`src/rtl/temp_bram_reader.sv`:
```
// Streams a window of the temp buffer through a 2-entry skid FIFO as a valid/ready stream.
// Supports lower/upper/both halves, multiple passes, abort flush and a done pulse.
module temp_bram_reader #(
    parameter int MAC_CNT    = 32,
    parameter int DATA_WIDTH = 8,
    parameter int ADDR_WIDTH = $clog2(MAC_CNT*2),
    parameter int REP_WIDTH  = 8
) (
    input  logic                  clk_i,
    input  logic                  rstn_i,
    input  logic                  start_i,
    input  logic                  abort_i,
    input  logic [1:0]            half_mode_i,
    input  logic [REP_WIDTH-1:0]  repeat_i,
    output logic                  rd_temp_en_o,
    output logic [ADDR_WIDTH-1:0] temp_bram_index_o,
    input  logic [DATA_WIDTH-1:0] bram_data_i,
    output logic [DATA_WIDTH-1:0] data_o,
    output logic                  valid_o,
    input  logic                  ready_i,
    output logic                  last_o,
    output logic                  final_o,
    output logic                  busy_o,
    output logic                  done_o
);

    localparam logic [ADDR_WIDTH-1:0] HALF_BASE = ADDR_WIDTH'(MAC_CNT);
    localparam logic [ADDR_WIDTH-1:0] HALF_END  = ADDR_WIDTH'(MAC_CNT - 1);
    localparam logic [ADDR_WIDTH-1:0] FULL_END  = ADDR_WIDTH'(2*MAC_CNT - 1);

    typedef enum logic [1:0] {IDLE, RUN, DRAIN} state_t;

    state_t                  state, state_nxt;
    logic [1:0]              mode;
    logic [REP_WIDTH-1:0]    rep_left;
    logic [ADDR_WIDTH-1:0]   idx;
    logic                    inflight, inflight_last, inflight_final;

    logic [DATA_WIDTH-1:0]   fifo_data [2];
    logic                    fifo_last [2];
    logic                    fifo_final [2];
    logic                    wr_ptr, rd_ptr;
    logic [1:0]              count;

    logic                    accept, pop, issue, at_end;
    logic [2:0]              occ;
    logic [ADDR_WIDTH-1:0]   first_idx, end_idx, start_idx;

    assign first_idx = (mode == 2'b10) ? HALF_BASE : '0;
    assign end_idx   = (mode == 2'b01) ? HALF_END : FULL_END;
    assign start_idx = (half_mode_i == 2'b10) ? HALF_BASE : '0;
    assign at_end    = (idx == end_idx);

    assign accept = (state == IDLE) && start_i && (half_mode_i != 2'b00) && !abort_i;
    assign pop    = (count != 2'd0) && ready_i;
    // Reserve FIFO space for every read whose data is still on its way back.
    assign occ    = 3'(count) + 3'(inflight) - 3'(pop);
    assign issue  = (state == RUN) && !abort_i && (occ < 3'd2);

    assign rd_temp_en_o      = issue;
    assign temp_bram_index_o = idx;
    assign valid_o           = (count != 2'd0);
    assign data_o            = valid_o ? fifo_data[rd_ptr] : '0;
    assign last_o            = valid_o && fifo_last[rd_ptr];
    assign final_o           = valid_o && fifo_final[rd_ptr];
    assign busy_o            = (state != IDLE);

    always_ff @(posedge clk_i or negedge rstn_i) begin
        if (!rstn_i) state <= IDLE;
        else         state <= state_nxt;
    end

    always_comb begin
        state_nxt = state;
        done_o    = 1'b0;
        if (abort_i) begin
            state_nxt = IDLE;
        end else begin
            case (state)
                IDLE:  if (accept) state_nxt = RUN;
                RUN:   if (issue && at_end && (rep_left == '0)) state_nxt = DRAIN;
                DRAIN: if ((count == 2'd0) && !inflight) begin
                    done_o    = 1'b1;
                    state_nxt = IDLE;
                end
                default: state_nxt = IDLE;
            endcase
        end
    end

    always_ff @(posedge clk_i or negedge rstn_i) begin
        if (!rstn_i) begin
            mode           <= '0;
            rep_left       <= '0;
            idx            <= '0;
            inflight       <= 1'b0;
            inflight_last  <= 1'b0;
            inflight_final <= 1'b0;
            fifo_data[0]   <= '0;
            fifo_data[1]   <= '0;
            fifo_last[0]   <= 1'b0;
            fifo_last[1]   <= 1'b0;
            fifo_final[0]  <= 1'b0;
            fifo_final[1]  <= 1'b0;
            wr_ptr         <= 1'b0;
            rd_ptr         <= 1'b0;
            count          <= '0;
        end else if (abort_i) begin
            inflight <= 1'b0;
            wr_ptr   <= 1'b0;
            rd_ptr   <= 1'b0;
            count    <= '0;
        end else begin
            if (accept) begin
                mode     <= half_mode_i;
                rep_left <= (repeat_i == '0) ? '0 : repeat_i - REP_WIDTH'(1);
                idx      <= start_idx;
            end
            inflight       <= issue;
            inflight_last  <= at_end;
            inflight_final <= at_end && (rep_left == '0);
            if (issue) begin
                if (!at_end) begin
                    idx <= idx + ADDR_WIDTH'(1);
                end else if (rep_left != '0) begin
                    rep_left <= rep_left - REP_WIDTH'(1);
                    idx      <= first_idx;
                end
            end
            if (inflight) begin
                fifo_data[wr_ptr]  <= bram_data_i;
                fifo_last[wr_ptr]  <= inflight_last;
                fifo_final[wr_ptr] <= inflight_final;
                wr_ptr             <= ~wr_ptr;
            end
            if (pop) rd_ptr <= ~rd_ptr;
            count <= count + 2'(inflight) - 2'(pop);
        end
    end

endmodule
```
`config.mk`:
```
export PLATFORM = sky130hd
export DESIGN_NAME = temp_bram_reader
export DESIGN_NICKNAME = d
export VERILOG_FILES = /design/src/rtl/temp_bram_reader.sv
export SDC_FILE = /design/constraint.sdc
export NUM_CORES = 1
export LEC_CHECK = 0
export ABC_AREA = 1
export CORE_ASPECT_RATIO = 2
export CORE_MARGIN = 5
export CORE_UTILIZATION = 45
export CTS_BUF_LIST = sky130_fd_sc_hd__clkbuf_4
export CTS_CLUSTER_SIZE = 20
export DETAILED_ROUTE_END_ITERATION = 8
export MAX_ROUTING_LAYER = met4
export PLACE_DENSITY = 0.69
export SETUP_SLACK_MARGIN = 0.05
export SYNTH_ARGS = -nofsm -noshare
export SYNTH_HDL_FRONTEND = slang
export SYNTH_SLANG_ARGS = --single-unit
```
`constraint.sdc`:
```
create_clock -name clk_i -period 4.49 [get_ports clk_i]
set_clock_uncertainty 0.15 [all_clocks]
set_input_delay 0.449 -clock clk_i [delete_from_list [all_inputs] [get_ports clk_i]]
set_output_delay 0.449 -clock clk_i [all_outputs]
set_load 0.01 [all_outputs]
```
======== After elaboration in Yosys (flattened, before gate mapping) ========
Index checks and enable logic that the tools add are counted.
storage, ports and cells
  register bits ........................... 45
  logic and storage cells ................. 112
cells by class
  add/sub/neg operators ................... 7
  magnitude comparators ................... 4
  eq/ne operators ......................... 9
  multiplexer cells ....................... 43
  bitwise operators ....................... 5
  reduce and logical (&&, ||, !) cells .... 28
operators with widths
  operator               count
  $mux W8                10
  $mux W6                7
  $bwmux W16             1
  $logic_not A8 Y1       2
  $sub A8 B1 Y8 const B  2
  $mux W1                15
  $logic_and A1 B1 Y1    13
  $mux W2                5
  $reduce_bool A2 Y1     5
  $demux W8 S1           1
  $reduce_bool A8 Y1     1
  $add A6 B1 Y6 const B  1
  $eq A2 B2 Y1 const B   3
  $eq A6 B6 Y1           1
  $ne A3 B3 Y1 const B   2
  $pmux W2 S3            1
  $bwmux W2              2
  $eq A2 B1 Y1 const B   2
  $ge A2 B2 Y1 const B   2
  $logic_not A2 Y1       2
  $not A1 Y2             2
  $reduce_and A2 Y1      2
  $add A2 B1 Y3          1
  $lt A3 B2 Y1 const B   1
  9 further kinds        12

======== Longest topological paths before layout ========
Gate-level depths: netlist of run 1.
  depth in word-level cells ............... 10
  depth in mapped cells ................... 16

======== Worst setup path before layout of run 1 ========
No wires, ideal clock.
  kind .................................... reg2reg
  start ................................... register count[1]
  end ..................................... register rep_left[7]
  setup time .............................. 119 ps
  data arrival time ....................... 2427 ps
  required time ........................... 4221 ps
  path slack .............................. 1794 ps
  stages on the path, launching flop included .. 14
  cells stage by stage .................... dfrtp_1 -> nor2_1 -> nor2_1 -> ha_1 -> inv_1 -> ha_1 -> inv_1 -> fa_1 -> nand3_4 -> nor2_8 -> nand3_4 -> buf_6 -> nor3_2 -> nor2_1
between the ends
  cells in the longest elaborated chain, start to end .. 6
RTL lines
  what                                                   RTL line  text
  start, declared                                        43        logic [1:0] count;
  start signal, assigned                                 137       count <= count + 2'(inflight) - 2'(pop);
  branches (longest 2 deep; another with $add A2 B1 Y3)  -
  $sub A3 B1 Y3 *                                        57        assign occ = 3'(count) + 3'(inflight) - 3'(pop);
  $lt A3 B2 Y1 *                                         58        assign issue = (state == RUN) && !abort_i && (occ < 3'd2);
  $logic_and A1 B1 Y1 *                                  58
  net rd_temp_en_o                                       15        output logic rd_temp_en_o,
  $mux W8 *                                              122       if (issue) begin
  end signal, assigned                                   116       rep_left <= (repeat_i == '0) ? '0 : repeat_i - REP_WIDTH'(1);
  end signal, assigned                                   126       rep_left <= rep_left - REP_WIDTH'(1);
  end, declared                                          35        logic [REP_WIDTH-1:0] rep_left;
Mark *: on every way through the listed nets, which the timed path passes.
A chain may end at the register's enable or synchronous reset.

======== Worst setup path in the final report of run 1 ========
  start ................................... input ready_i
  end ..................................... output rd_temp_en_o
between the ends
  cells in the longest elaborated chain, start to end .. 4
RTL lines
  what                 RTL line  text
  start, declared      20        input logic ready_i,
  $logic_and A1 B1 Y1  55        assign pop = (count != 2'd0) && ready_i;
  $sub A3 B1 Y3        57
  $lt A3 B2 Y1         58
  $logic_and A1 B1 Y1  58
  end, declared        15
Every way passes these cells.

==> results.md, run 1 <==
* Worst path max stage delay at 0.57 ns
* Largest delay share family, worst path: buffers and inverters
* Fin. Hold Viols at 0
* Router iterations before antenna repair at 6
* Final wirelength at 6.18 mm
* Critical path peak fanout at 10
* Die W at 64.3 µm
* Ant diodes at 0
* P_leak at 0.00150 µW
* I/O pin count at 43
* Latest clock arrival within the worst-skew pair at 0.38 ns
* Die H at 119 µm
* Iteration-0 DRC Markers at 117
* Wire per inst at 13.8 µm
* Part of the cycle the worst path needs at 0.821
* Clock root buffer: clkbuf_4
* Hold Path Class: in2async
* Max Freq at 0.271 GHz
* Mapped Area at 2650 µm²
* RSZ-0062 raised after global routing: no
* Post-synth top cells: nand2_1, dfrtp_1, inv_1
* Area Overhead vs Synth at 19.2%
* Register area share after synthesis at 0.424
* Dpl hpwl at 4.77 mm
* Global route overflow at 0
* Vias in the first global route at 2308
* CTS tree: built
* Drc violations at 0
* Post-synth top area cell: dfrtp_1
* Fin. max-slew vios at 0
* Minimum clock period at 3.68 ns
* Cell area after layout at 3160 µm²
* Share of the synthesized area in the top cell type at 0.424
* Clock Pin Slew Worst Setup and Hold Paths at 0.13 ns
* Max Cap Viol at 0
* Total number of vias at 2326
* Number of enable flip-flop cells after synthesis at 0
* Initial antenna violation count at 0
* Starting density of the core at 0.465
* Layout filler cell count at 554
* GP Congestion at 0.853
* Setup TNS at 0 ns
* Clock sink count at 45
* Clock Tree Buf Depth at 2
* Top_reg_cell synth: dfrtp_1
* Layout Nets at 417
* Library cells used by synthesis at 32
* WS Path Type: in2out
* Row count at 39
* Worst Path Required at 3.89 ns
* Die Area at 7630 µm²
* Cells along the critical path: clkdlybuf4s50_1 -> inv_1 -> nor2_1 -> ha_1 -> inv_1 -> ha_1 -> inv_1 -> fa_1 -> nand3_4 -> nor2_8 -> clkdlybuf4s50_1
* Final setup fails at 0
* Number of synthesized register bits at 45
* Worst path most repeated cell: inv_1
* Worst path slowest cell: clkdlybuf4s50_1
* Post_cts resized at 0
* CP bufs+invs at 5
* Via density at 5.19
* Multi-input gate area at 1290 µm²
* Area post-placement at 3110 µm²
* Maximum VDD drop at 0.356 mV
* Layout cell share with drive strength beyond 1 at 0.101
* Post-CTS setup buffer count at 0
* Largest net degree at the start of global routing at 46
* Reg area at 1130 µm²
* Number of routed nets with antenna violations at 0
* Most frequent cell after synthesis: nand2_1
* Post-synth ARST share at 1.00
* Worst slew margin at 0.322
* Power density cells at 451 nW/µm²
* Dominant cells by area after synthesis: dfrtp_1, nand2_1, o21ai_0, inv_1, nor2_1
* Global-route wire length before repair at 10.8 mm
* CTS buffer count at 5
* Startpoint types: input pin
* Syn_nets at 376
* Worst Max-Slew Pin Slew at 1.02 ns
* YS warnings at 0
* Core box area at 5710 µm²
* WP data arrival at 3.09 ns
* Outcome: finished, final reports clean
* Avg Cell Area, Syn at 7.69 µm²
* CP endpoint kind: primary output
* Number of port buffers at 42
* Hold_buf cts at 0
* All-Layer GR Usage at 0.183
* H-tree depth at 2
* Synth Instances at 345
==> final timing paths <==
check                                                end  cells past startpoint                      from  slack (ns)
worst max-delay path                        rd_temp_en_o                     11                   ready_i        0.81
worst min-delay path            fifo_data[6]$_DFFE_PN0P_                      1                    rstn_i        0.07
worst max register to register   rep_left[6]$_DFFE_PN0N_                     14        count[1]$_DFF_PN0_        1.64
worst min register to register  fifo_last[0]$_DFFE_PN0P_                      2  fifo_last[0]$_DFFE_PN0P_        0.35
max in group asynchronous       fifo_data[7]$_DFFE_PN0P_                      1                    rstn_i        3.48
min in group clk_i              fifo_last[0]$_DFFE_PN0P_                      2  fifo_last[0]$_DFFE_PN0P_        0.35
==> worst reg2reg max path, cell delays in order, from the launching register on <==
cell     delay (ns)
dfrtp_1        0.45
nor2_1         0.15
nor2_1         0.09
ha_1           0.28
inv_1          0.06
ha_1           0.14
inv_1          0.05
fa_1           0.56
nand3_4        0.14
nor2_8         0.19
nand3_4        0.21
inv_2          0.13
nand3_1        0.07
nand2_1        0.07
inv_1          0.04
==> layout make-up <==
class / instances / share of cell area
multi-input combinational: 241 / 0.409
sequential: 45 / 0.356
timing repair buffer: 43 / 0.134
inverter: 50 / 0.0593
tap: 61 / 0.0241
clock buffer: 6 / 0.0142
clock inverter: 2 / 0.00316
==> routing by layer <==
layer / up-vias / GRT usage / wire length [µm]
met5: - / - / 0
met4: 0 / 0.0828 / 188
met3: 16 / 0.0408 / 278
met2: 53 / 0.330 / 3520
met1: 1080 / 0.177 / 2190
li1: 1177 / - / -
==> sequential cells by signal, summed over array words and instances, names as in the netlist <==
register / flops
count: 2
inflight_final: 1
fifo_last: 2
mode: 2
state: 2
rep_left: 8
fifo_data: 16
inflight: 1
inflight_last: 1
fifo_final: 2
rd_ptr: 1
temp_bram_index_o: 6
wr_ptr: 1
==> layout by cell type, fill, tap and decap left out, types with 2 or more instances in the layout <==
cell / instances
inv_2: 10
nor3_2: 5
xor2_1: 6
dfrtp_1: 45
nand2_2: 2
clkinv_2: 2
clkbuf_4: 6
a21oi_1: 20
o21ai_0: 35
nor2_4: 3
nor2_8: 2
nor2_1: 31
nand3_1: 19
clkdlybuf4s50_1: 41
ha_1: 7
inv_1: 39
nand3_4: 4
nand4_1: 2
nand2_1: 91
o21ai_1: 2
nor4_1: 2
==> metrics by stage <==
step	utilization	power [µW]	setup WS [ns]	hold slack, ns	instances
after floorplan	-	1000	1.79	0.00341	345
after global placement	0.544	1220	0.856	0.316	440
after detailed placement	0.544	1240	0.801	0.323	440
after CTS	0.554	1450	0.787	0.0971	448
after global routing	0.554	1550	0.647	0.160	448
final	0.554	1430	0.805	0.0749	448
==> logic make-up (layout without fill, tap and decap cells) <==
| family | Yosys count | after routing | share of synthesized area |
|---|---|---|---|
| buf+inv | 59 | 101 | 0.0877 |
| compound gates | 61 | 61 | 0.120 |
| fa+ha+maj | 8 | 8 | 0.0405 |
| xor+xnor | 6 | 6 | 0.0198 |
| flops | 45 | 45 | 0.424 |
| simple gates | 166 | 166 | 0.307 |
==> power by group <==
group          internal [µW]  switching, µW
clock                   65.9            135
combinational            264            353
sequential               513           96.1
No activity file was read; power rests on OpenSTA's default activity.
==> run 2: changes to the inputs <==
- PLACE_DENSITY: 0.69 -> 0.72
- clock period: 4.49 -> 3.3 ns (I/O delays scaled with it)
==> run 2 against run 1 <==
Sequential power up 35%. Cell count is 1.3% higher. Register-to-register slack got worse by 1.1 ns. First-iteration DRC count up 6.0%. Sequential share of layout area down 0.51 points. Clock power increased by 32%. Clock-buffer cell count did not move. Power up 38%. Combinational power up 43%. Critical endpoint unchanged.
==> results.md, run 2 (synthesized netlist as in run 1, its figures left out) <==
* Most common cell after layout, fill and taps aside: nand2_1
* Clock Tree Buf Depth at 2 (unchanged)
* Dpl cells at 444 (+0.91%)
* GP Congestion at 0.852 (-0.14%)
* Worst Path Required at 2.82 ns (-1.07 ns)
* Comb power frac at 0.448 (+0.015)
* Iteration-0 DRC Markers at 124 (+6.0%)
* Number of port buffers at 42 (unchanged)
* All-Layer GR Usage at 0.171 (-0.0121)
* Ant diodes at 0 (unchanged)
* Max Freq at 0.333 GHz
* Dpl hpwl at 4.58 mm (-3.8%)
* Global-route wire length before repair at 10.3 mm (-5.0%)
* RSZ-0062 raised after global routing: no
* Row count at 39 (unchanged)
* Worst slew margin at 0.329 (+0.00663)
* Design Power at 1970 µW (+38%)
* Layout cell share with drive strength beyond 1 at 0.112 (+0.0112)
* Area Overhead vs Synth at 20.9%
* Most frequent cells in the layout: nand2_1, dfrtp_1, clkdlybuf4s50_1
* Global route overflow at 0 (unchanged)
* Clock sink count at 45 (unchanged)
* Maximum VDD drop at 0.486 mV (+36%)
* Fin. Hold Viols at 0 (unchanged)
* Drc violations at 0 (unchanged)
* Cell internal pwr at 1190 µW (+41%)
* Clock Pin Slew Worst Setup and Hold Paths at 0.13 ns (about the same)
* Power density cells at 614 nW/µm² (+36%)
* Final core utilization at 0.562 (+0.00811)
* CTS buffer count at 5 (unchanged)
* P_leak at 0.00153 µW (+2.3%)
* Minimum clock period at 3.01 ns
* Outcome: finished, final reports clean
* Latest clock arrival within the worst-skew pair at 0.36 ns (-0.02 ns)
* Clock root buffer: clkbuf_4
* Startpoint types: register
* Switching share of power at 0.399 (-0.0107)
* Die W at 64.3 µm (unchanged)
* Fin. max-slew vios at 0 (unchanged)
* Vias in the first global route at 2316 (+0.35%)
* Die H at 119 µm (unchanged)
* Number of routed nets with antenna violations at 0 (unchanged)
* I/O pin count at 43 (unchanged)
* Layout Nets at 423 (+1.4%)
* Largest net degree at the start of global routing at 46 (unchanged)
* Router iterations before antenna repair at 4 (-2)
* Final setup fails at 0 (unchanged)
* Starting density of the core at 0.465 (unchanged)
* Setup TNS at 0 ns (unchanged)
* Worst Max-Slew Pin Slew at 1.01 ns (-0.00995 ns)
* CP endpoint kind: primary output
* H-tree depth at 2 (unchanged)
* Die Area at 7630 µm² (unchanged)
* Clock power share at 0.134 (-0.007)
* Switch Pwr at 786 µW (+35%)
* Core box area at 5710 µm² (unchanged)
* Max Cap Viol at 0 (unchanged)
* Number of flip-flops in the largest register at 16 (unchanged)
* Part of the cycle the worst path needs at 0.911
* Wire per inst at 13.1 µm (-4.9%)
* Top reg by flops: fifo_data
* Total number of vias at 2332 (+0.26%)
* Via density at 5.14 (-1.1%)
* Final wirelength at 5.95 mm (-3.6%)
* Critical path peak fanout at 2 (-8)
* Sequential share of power at 0.418 (-0.009)
* WP data arrival at 2.53 ns (-0.56 ns)
* Hold Path Class: reg2reg
* CTS tree: built
* WS Path Type: reg2out
* Initial antenna violation count at 0 (unchanged)
* Post-Layout Cell Count at 454 (+1.3%)
run 2: cell type report:
type,instances,area (µm²)
fill,539,2500
inverter,50,188
sequential,45,1130
clock inverter,2,10.0
clock buffer,6,45.0
multi-input combinational,241,1290
tap,61,76.3
timing repair buffer,49,469
run 2: layer usage:
| metal | up-vias | global-route usage | share of wire |
|---|---|---|---|
| met2 | 51 | 0.324 | 0.58 |
| met4 | 0 | 0.0726 | 0.029 |
| met1 | 1076 | 0.159 | 0.35 |
| li1 | 1192 | - | - |
| met5 | - | - | 0 |
| met3 | 13 | 0.0294 | 0.043 |
run 2: timing repair:
action | CTS | global route
setup endpoints to repair | 1 | 0
gates resized for setup | 1 | 0
setup buffers | 1 | 0
hold endpoints to repair | 8 | 0
hold buffers | 1 | 0
run 2: final timing paths:
check                                     startpoint                   endpoint  slack, ns  depth (start not counted)
setup / recovery                  count[1]$_DFF_PN0_               rd_temp_en_o       0.29                         10
hold / removal             inflight_last$_DFFE_PN0N_  inflight_last$_DFFE_PN0N_       0.35                          2
setup reg to reg                  count[1]$_DFF_PN0_    rep_left[1]$_DFFE_PN0N_       0.51                         15
hold reg to reg            inflight_last$_DFFE_PN0N_  inflight_last$_DFFE_PN0N_       0.35                          2
max in group asynchronous                     rstn_i   fifo_data[2]$_DFFE_PN0P_       1.87                          2
min in group asynchronous                     rstn_i  fifo_data[14]$_DFFE_PN0P_       0.50                          2
run 2: worst max-delay path, stage by stage (launching register included):
cell and delay (ns):
dfrtp_1 0.40, nor2_1 0.15, nor2_1 0.08, ha_1 0.26
inv_1 0.05, ha_1 0.13, inv_1 0.05, fa_1 0.55
nand3_4 0.12, nor2_8 0.11, dlygate4sd2_1 0.27
run 2: stage by stage:
| step | cell area [µm²] | worst slack (ns) | hold slack (ns) |
|---|---|---|---|
| after floorplan | 2650 | 0.604 | -0.116 |
| after global placement | 3140 | 0.0643 | 0.317 |
| after global routing | 3210 | 0.151 | 0.377 |
| final | 3210 | 0.295 | 0.349 |
| after CTS | 3210 | 0.257 | 0.354 |
| after detailed placement | 3140 | 0.0622 | 0.323 |
run 2: power by group through the flow:
stage               combinational (µW)  clock [µW]  sequential, µW
global route                       996         294             848
CTS                                899         274             824
global placement                   867           0             833
detailed placement                 882           0             841
finish                             883         265             824
floorplan                          555           0             808
==> run 3: changes to the inputs <==
- CTS_BUF_LIST: sky130_fd_sc_hd__clkbuf_4 -> default
==> run 3 against run 2 <==
Wire length increased by 0.12%. Global-route usage increased by 0.24 points. Die area unchanged. Worst setup slack improved by 0.042 ns. Cell area increased by 2.1%. Largest power group unchanged. Highest routed layer unchanged. Critical path type is now in2out. Power increased by 11%. Clock-buffer cell count unchanged.
==> results.md, run 3 (synthesized netlist as in run 1, its figures left out) <==
* Outcome: finished, final reports clean
* Final setup fails at 0 (unchanged)
* Final wirelength at 5.96 mm (+0.12%)
* Clock Tree Buf Depth at 2 (unchanged)
* Post-Layout Cell Count at 452 (-0.44%)
* Reg area at 1130 µm² (unchanged)
* Dpl hpwl at 4.58 mm (unchanged)
* Iteration-0 DRC Markers at 134 (+8.1%)
* Row count at 39 (unchanged)
* Most common cell after layout, fill and taps aside: nand2_1
* WP data arrival at 2.48 ns (-0.05 ns)
* Hold_buf cts at 0 (-1)
* R2R depth at 15 (unchanged)
* Clock sink count at 45 (unchanged)
* Setup TNS at 0 ns (unchanged)
* Largest delay share family, worst path: adder cells
* Number of flip-flops in the largest register at 16 (unchanged)
* Multi-input gate area at 1300 µm² (+0.19%)
* Largest net degree at the start of global routing at 46 (unchanged)
* Wire per inst at 13.2 µm (+0.56%)
* Drc violations at 0 (unchanged)
* Ant diodes at 0 (unchanged)
* GP Congestion at 0.852 (unchanged)
* Top reg by flops: fifo_data
* CTS tree: built
* Part of the cycle the worst path needs at 0.898 (-0.0127)
* I/O pin count at 43 (unchanged)
* Worst slew margin at 0.331 (+0.00191)
* Most frequent cells in the layout: nand2_1, dfrtp_1, clkdlybuf4s50_1
* Hold Path Class: in2async
* Worst path max stage delay at 0.55 ns (about the same)
* Global-route wire length before repair at 10.3 mm (+0.60%)
* Core box area at 5710 µm² (unchanged)
* Starting density of the core at 0.465 (unchanged)
* Die Area at 7630 µm² (unchanged)
* Worst path most repeated cell: inv_1
* Layout filler cell count at 525 (-2.6%)
* CP endpoint kind: primary output
* Number of routed nets with antenna violations at 0 (unchanged)
* WS Path Type: in2out
* RSZ-0062 raised after global routing: no
* Latest clock arrival within the worst-skew pair at 0.28 ns (-0.08 ns)
* Vias in the first global route at 2310 (-0.26%)
* Router iterations before antenna repair at 4 (unchanged)
* Initial antenna violation count at 0 (unchanged)
* Total number of vias at 2342 (+0.43%)
* Maximum VDD drop at 0.486 mV (about the same)
* Worst Max-Slew Pin Slew at 1.00 ns (-0.00286 ns)
* P_leak at 0.00156 µW (+1.7%)
* Clock root buffer: clkbuf_16
* Max Freq at 0.337 GHz (+1.4%)
* CP bufs+invs at 5 (+2)
* Worst Path Required at 2.82 ns (about the same)
* Via density at 5.18 (+0.87%)
* Worst path slowest cell: fa_1
* Layout cell share with drive strength beyond 1 at 0.110 (-0.00198)
* Fin. Hold Viols at 0 (unchanged)
* Final core utilization at 0.574 (+0.0121)
* CTS buffer count at 5 (unchanged)
* H-tree depth at 2 (unchanged)
* Layout Nets at 421 (-0.47%)
* Area Overhead vs Synth at 23.5%
* WP depth at 11 (+1)
* Power density cells at 667 nW/µm² (+8.6%)
* All-Layer GR Usage at 0.173 (+0.00236)
* Die W at 64.3 µm (unchanged)
* Die H at 119 µm (unchanged)
* Global route overflow at 0 (unchanged)
* Max Cap Viol at 0 (unchanged)
* Critical path peak fanout at 2 (unchanged)
* Cells along the critical path: clkdlybuf4s50_1 -> inv_1 -> nor2_1 -> ha_1 -> inv_1 -> ha_1 -> inv_1 -> fa_1 -> nand3_4 -> nor2_8 -> dlygate4sd2_1
* Number of port buffers at 42 (unchanged)
* Dpl cells at 444 (unchanged)
* Fin. max-slew vios at 0 (unchanged)
* Minimum clock period at 2.96 ns (-0.0418 ns)
* Clock Pin Slew Worst Setup and Hold Paths at 0.06 ns (-0.07 ns)
* Startpoint types: input pin
==> run 3: changes by cell type in the layout (fill, tap and decap cells not counted) <==
| cell | before | now |
|---|---|---|
| clkbuf_1 | 0 | 1 |
| nor2_1 | 31 | 30 |
| clkbuf_4 | 6 | 0 |
| nor2_2 | 1 | 2 |
| buf_4 | 6 | 5 |
| clkbuf_16 | 0 | 5 |
| dlygate4sd3_1 | 1 | 0 |
==> run 3: repair_timing <==
action | in CTS | in global routing
buffers inserted | 0 | 0
setup endpoints to repair | 1 | 0
resized for setup | 2 | 0
==> run 3: metrics by stage <==
stage	cell area (µm²)	hold slack, ns	setup WS (ns)	total power, µW
final	3280	0.0531	0.337	2190
after global routing	3280	0.163	0.218	2360
after CTS	3280	0.0998	0.314	2210
after detailed placement	3140	0.323	0.0622	1720
after global placement	3140	0.317	0.0643	1700
after floorplan	2650	-0.116	0.604	1360
==> run 3: area by class of cell <==
class,count,share of cell area
inverters,50,0.0573
well taps,61,0.0233
repair buffers,47,0.138
flip-flops and latches,45,0.344
clock inverters,2,0.00305
clock buffers,6,0.0393
multi-input cells,241,0.396
==> run 3: report_power, final <==
group	switching [µW]	internal, µW
sequential	132	701
clock	202	278
combinational	482	392
total	816	1370
==> run 3: worst paths after layout <==
| check | from | to | slack (ns) |
|---|---|---|---|
| max in group asynchronous | rstn_i | fifo_data[5]$_DFFE_PN0P_ | 2.31 |
| worst min-delay path | rstn_i | fifo_data[14]$_DFFE_PN0P_ | 0.05 |
| worst min register to register | fifo_data[7]$_DFFE_PN0P_ | fifo_data[7]$_DFFE_PN0P_ | 0.33 |
| worst max register to register | count[1]$_DFF_PN0_ | rep_left[1]$_DFFE_PN0N_ | 0.47 |
| worst max-delay path | ready_i | rd_temp_en_o | 0.34 |
| min in group clk_i | fifo_data[7]$_DFFE_PN0P_ | fifo_data[7]$_DFFE_PN0P_ | 0.33 |
==> run 3: layer usage <==
| layer | vias up | share of wire | GRT usage |
|---|---|---|---|
| met1 | 1092 | 0.36 | 0.161 |
| met3 | 12 | 0.043 | 0.0351 |
| li1 | 1186 | - | - |
| met5 | - | 0 | - |
| met2 | 52 | 0.57 | 0.325 |
| met4 | 0 | 0.027 | 0.0713 |
==> patch 1, RTL diff (config.mk and constraints of run 1) <==
Register the input `half_mode_i` before use, without a reset. The logic sees it one clock later. The other inputs are not delayed to match.
--- a/src/rtl/temp_bram_reader.sv
+++ b/src/rtl/temp_bram_reader.sv
@@ -30,6 +30,12 @@
 
     typedef enum logic [1:0] {IDLE, RUN, DRAIN} state_t;
 
+    logic [1:0] half_mode_q;
+
+    always_ff @(posedge clk_i) begin
+        half_mode_q <= half_mode_i;
+    end
+
     state_t                  state, state_nxt;
     logic [1:0]              mode;
     logic [REP_WIDTH-1:0]    rep_left;
@@ -48,10 +54,10 @@
 
     assign first_idx = (mode == 2'b10) ? HALF_BASE : '0;
     assign end_idx   = (mode == 2'b01) ? HALF_END : FULL_END;
-    assign start_idx = (half_mode_i == 2'b10) ? HALF_BASE : '0;
+    assign start_idx = (half_mode_q == 2'b10) ? HALF_BASE : '0;
     assign at_end    = (idx == end_idx);
 
-    assign accept = (state == IDLE) && start_i && (half_mode_i != 2'b00) && !abort_i;
+    assign accept = (state == IDLE) && start_i && (half_mode_q != 2'b00) && !abort_i;
     assign pop    = (count != 2'd0) && ready_i;
     // Reserve FIFO space for every read whose data is still on its way back.
     assign occ    = 3'(count) + 3'(inflight) - 3'(pop);
@@ -112,7 +118,7 @@
             count    <= '0;
         end else begin
             if (accept) begin
-                mode     <= half_mode_i;
+                mode     <= half_mode_q;
                 rep_left <= (repeat_i == '0) ? '0 : repeat_i - REP_WIDTH'(1);
                 idx      <= start_idx;
             end
Function: changed (a bounded check fails within 4 cycles, from zero or initial values and one cycle with rstn_i low).
==> patch 1 against run 1 <==
- clock power up 29%
- sequential cell count up 2
- setup slack better by 46 ps
- total power up 4.4%
- sequential power up 4.3%
- area after synthesis up 0.47%
- combinational power down 3.2%
- wire length down 1.5%
- cell area up 1.3%
==> patch 1: results (changes against run 1) <==
[timing]
worst_pin_slew_ps = 987  ; -29.3 ps

[pwr]
p_leak_nw = 1.54  ; +2.9%
peakVddDrop_v = 0.000253  ; -29%

[drt]
via_per_inst = 5.19  ; about the same
drtIter0Drc = 124  ; +6.0%
drt-total-wl_um = 6080  ; -1.5%
drt_first_pass_iters = 5  ; -1

[status]
status = finished, final reports clean

[worst_setup_path]
worstPathArrival_ps = 3040  ; -50 ps
crit_slowest_cell = clkdlybuf4s50_1
path_max_fanout = 5  ; -5
slowest_delay_ps = 560
cp_top_family = buffers and inverters

[cells_and_area]
drive_gt1_frac = 0.0759  ; -0.0248
fillers = 565  ; +2.0%
finalNonFillerCells = 457  ; +2.0%
fin_nets = 425  ; +1.9%
largest_register_ffs = 16  ; unchanged

[clock_tree]
clk_pin_slew_ps = 150  ; +20 ps
post_cts.repair.setup_buffers = 0  ; unchanged
ctsHtreeMaxLevel = 2  ; unchanged
clockRootBuffer = clkbuf_4
numCtsBuffers = 5  ; unchanged
clock_path_buffers = 2  ; unchanged
cts_resized = 0  ; unchanged

[logic_synthesis]
ys_types = 33  ; +3.1%
synth_area_leaders = dfrtp_1 42%, nand2_1 14%, inv_1 6.1%
async_flop_share = 0.957  ; -0.0426
yosysSeqAreaShare = 0.437  ; +0.0130
syn_nets = 384  ; +2.1%
synth_common_cells = 98 x nand2_1, 45 x dfrtp_1, 43 x inv_1
ys_warn_count = 0  ; unchanged
synthCells = 353  ; +2.3%

[global_routing]
grt_pass1_vias = 2321  ; +0.56%
grt_max_degree = 46  ; unchanged
grt_usage = 0.179  ; -0.00380
grt_pass1_wl_um = 10400  ; -3.7%
antenna_found_initial = 1  ; +1

[place]
dpl-instance-area_sq_um = 3120  ; +0.44%
globalplace.congestion = 0.899  ; +5.4%
place_inst = 448  ; +1.8%
hpwl_um = 4670  ; -2.0%
place_ws_ps = 837  ; +36.3 ps
port_buffers = 42  ; unchanged

[min_path]
hold_class = primary input to asynchronous set/reset pin

## patch 1: power breakdown
part | total [mW] | switching [mW] | internal (mW)
clock | 0.259 | 0.142 | 0.117
combinational | 0.597 | 0.333 | 0.263
sequential | 0.635 | 0.101 | 0.533
## patch 1: cell families (layout without fill, tap and decap cells)
| kind of cell | count (synthesis) | count (layout) | share of synthesized area |
|---|---|---|---|
| xor gates and xnor gates | 9 | 9 | 0.0296 |
| AOI/OAI and AO/OA | 54 | 54 | 0.109 |
| other | 0 | 1 | 0 |
| buffers and inverters | 57 | 99 | 0.0840 |
| and+or+nand+nor | 178 | 178 | 0.299 |
| adders and majority gates | 8 | 8 | 0.0404 |
| DFF | 47 | 47 | 0.437 |
## patch 1: layout make-up
type                       instances  area [sq um]  area share
multi-input combinational        249          1280       0.398
clock buffer                       5          37.5      0.0117
antenna                            1          2.50    0.000781
sequential                        47          1170       0.364
timing repair buffer              43           423       0.132
inverter                          48           180      0.0562
clock inverter                     3          43.8      0.0137
tap                               61          76.3      0.0238
## patch 1: path summary, 6_finish.rpt
kind,start,end,slack [ps],cells past startpoint
setup / recovery,ready_i,rd_temp_en_o,850,11
hold / removal,rstn_i,fifo_last[1],70,1
setup reg to reg,count[1],rep_left[6],1640,14
hold reg to reg,half_mode_q[1],mode[1],350,2
max in group asynchronous,rstn_i,rep_left[2],3510,1
min in group clk_i,half_mode_q[1],mode[1],350,2
## patch 1: per-layer routing
metal	wire length, um	global-route usage
met3	212	0.0245
met1	2270	0.172
met2	3430	0.337
met5	0	-
met4	172	0.0887
==> patch 2, RTL diff (flow settings as in run 1) <==
Without the edit above. Change the parameter `MAC_CNT` from 32 to 64.
--- a/src/rtl/temp_bram_reader.sv
+++ b/src/rtl/temp_bram_reader.sv
@@ -1,7 +1,7 @@
 // Streams a window of the temp buffer through a 2-entry skid FIFO as a valid/ready stream.
 // Supports lower/upper/both halves, multiple passes, abort flush and a done pulse.
 module temp_bram_reader #(
-    parameter int MAC_CNT    = 32,
+    parameter int MAC_CNT    = 64,
     parameter int DATA_WIDTH = 8,
     parameter int ADDR_WIDTH = $clog2(MAC_CNT*2),
     parameter int REP_WIDTH  = 8
Ports: changed (resized temp_bram_index_o); port bits go from 43 to 44. No check against the original RTL was run, so the function may have changed too.
==> patch 2 against run 1 <==
- area after synthesis increased by 2.0%
- global-route usage increased by 0.18 points
- cell area up 3.4%
- sequential cell count rose by 1
- fmax shrank 0.23%
- setup slack worse by 8.6 ps
- die area rose by 1.7%
- wire length grew 1.5%
- total power rose by 10%
- clock power up 54%
- largest cell class unchanged
- highest routed layer unchanged
==> patch 2: results (changes against run 1) <==
[place]
hpwl_um = 4850  ; +1.8%
place_ws_ps = 801  ; -0.262 ps
place_inst = 452  ; +2.7%

[pwr]
peakVddDrop_v = 0.000302  ; -15%
cellPowerDensity_nw_per_um2 = 481  ; +6.7%
p_sw_frac = 0.379  ; -0.0298
p_switching_mw = 0.598  ; +2.3%

[global_routing]
antenna_found_initial = 1  ; +1
grt_use_met3 = 0.0346  ; -0.00615
use_met2 = 0.335  ; +0.00505

[cells_and_area]
multi_input_area_sq_um = 1310  ; +1.1%
regArea_sq_um = 1150  ; +2.2%
n_antenna_cell = 1  ; +1
buf_share = 0.132  ; -0.00139
clockBufferCount = 5  ; -1
clkCellAreaFrac = 0.0310  ; +0.0136

[logic_synthesis]
synth_common_cells = 89 x nand2_1, 46 x dfrtp_1, 44 x inv_1
synth_area_leaders = dfrtp_1 43%, nand2_1 12%, o21ai_0 6.3%
syn_nets = 385  ; +2.4%
synthCells = 354  ; +2.6%

[timing]
slew_headroom = 0.317  ; -0.00563

[worst_setup_path]
r2r_setup_slack_ps = 1600  ; -40 ps
r2r-end = rep_left[7]

[status]
status = finished, final reports clean

[drt]
routedWlPerCell_um = 13.6  ; -1.4%

[patch 2: kinds of logic after synthesis]
logic type / Yosys count / share of synthesized area
adder cells (fa/ha/maj): 8 / 0.0398
AO/OA/AOI/OAI: 59 / 0.122
buffers and inverters: 60 / 0.0911
XOR/XNOR: 7 / 0.0227
AND/OR/NAND/NOR: 174 / 0.299
flip-flops: 46 / 0.425
[patch 2: critical path: cells and delay by family]
| kind | cells | cell delay (ps) |
|---|---|---|
| buffers and inverters | 5 | 1170 |
| and+or+nand+nor | 3 | 580 |
| adders and majority gates | 3 | 890 |
[patch 2: worst max-delay path by stage]
stage | endpoint | startpoint | slack [ps] | cells after the start
after floorplan | rep_left[5] | count[1] | 1770 | 13
after global placement | rd_temp_en_o | ready_i | 820 | 11
after detailed placement | rd_temp_en_o | ready_i | 800 | 11
after CTS | rd_temp_en_o | ready_i | 790 | 11
after global routing | rd_temp_en_o | ready_i | 580 | 11
final | rd_temp_en_o | ready_i | 800 | 11
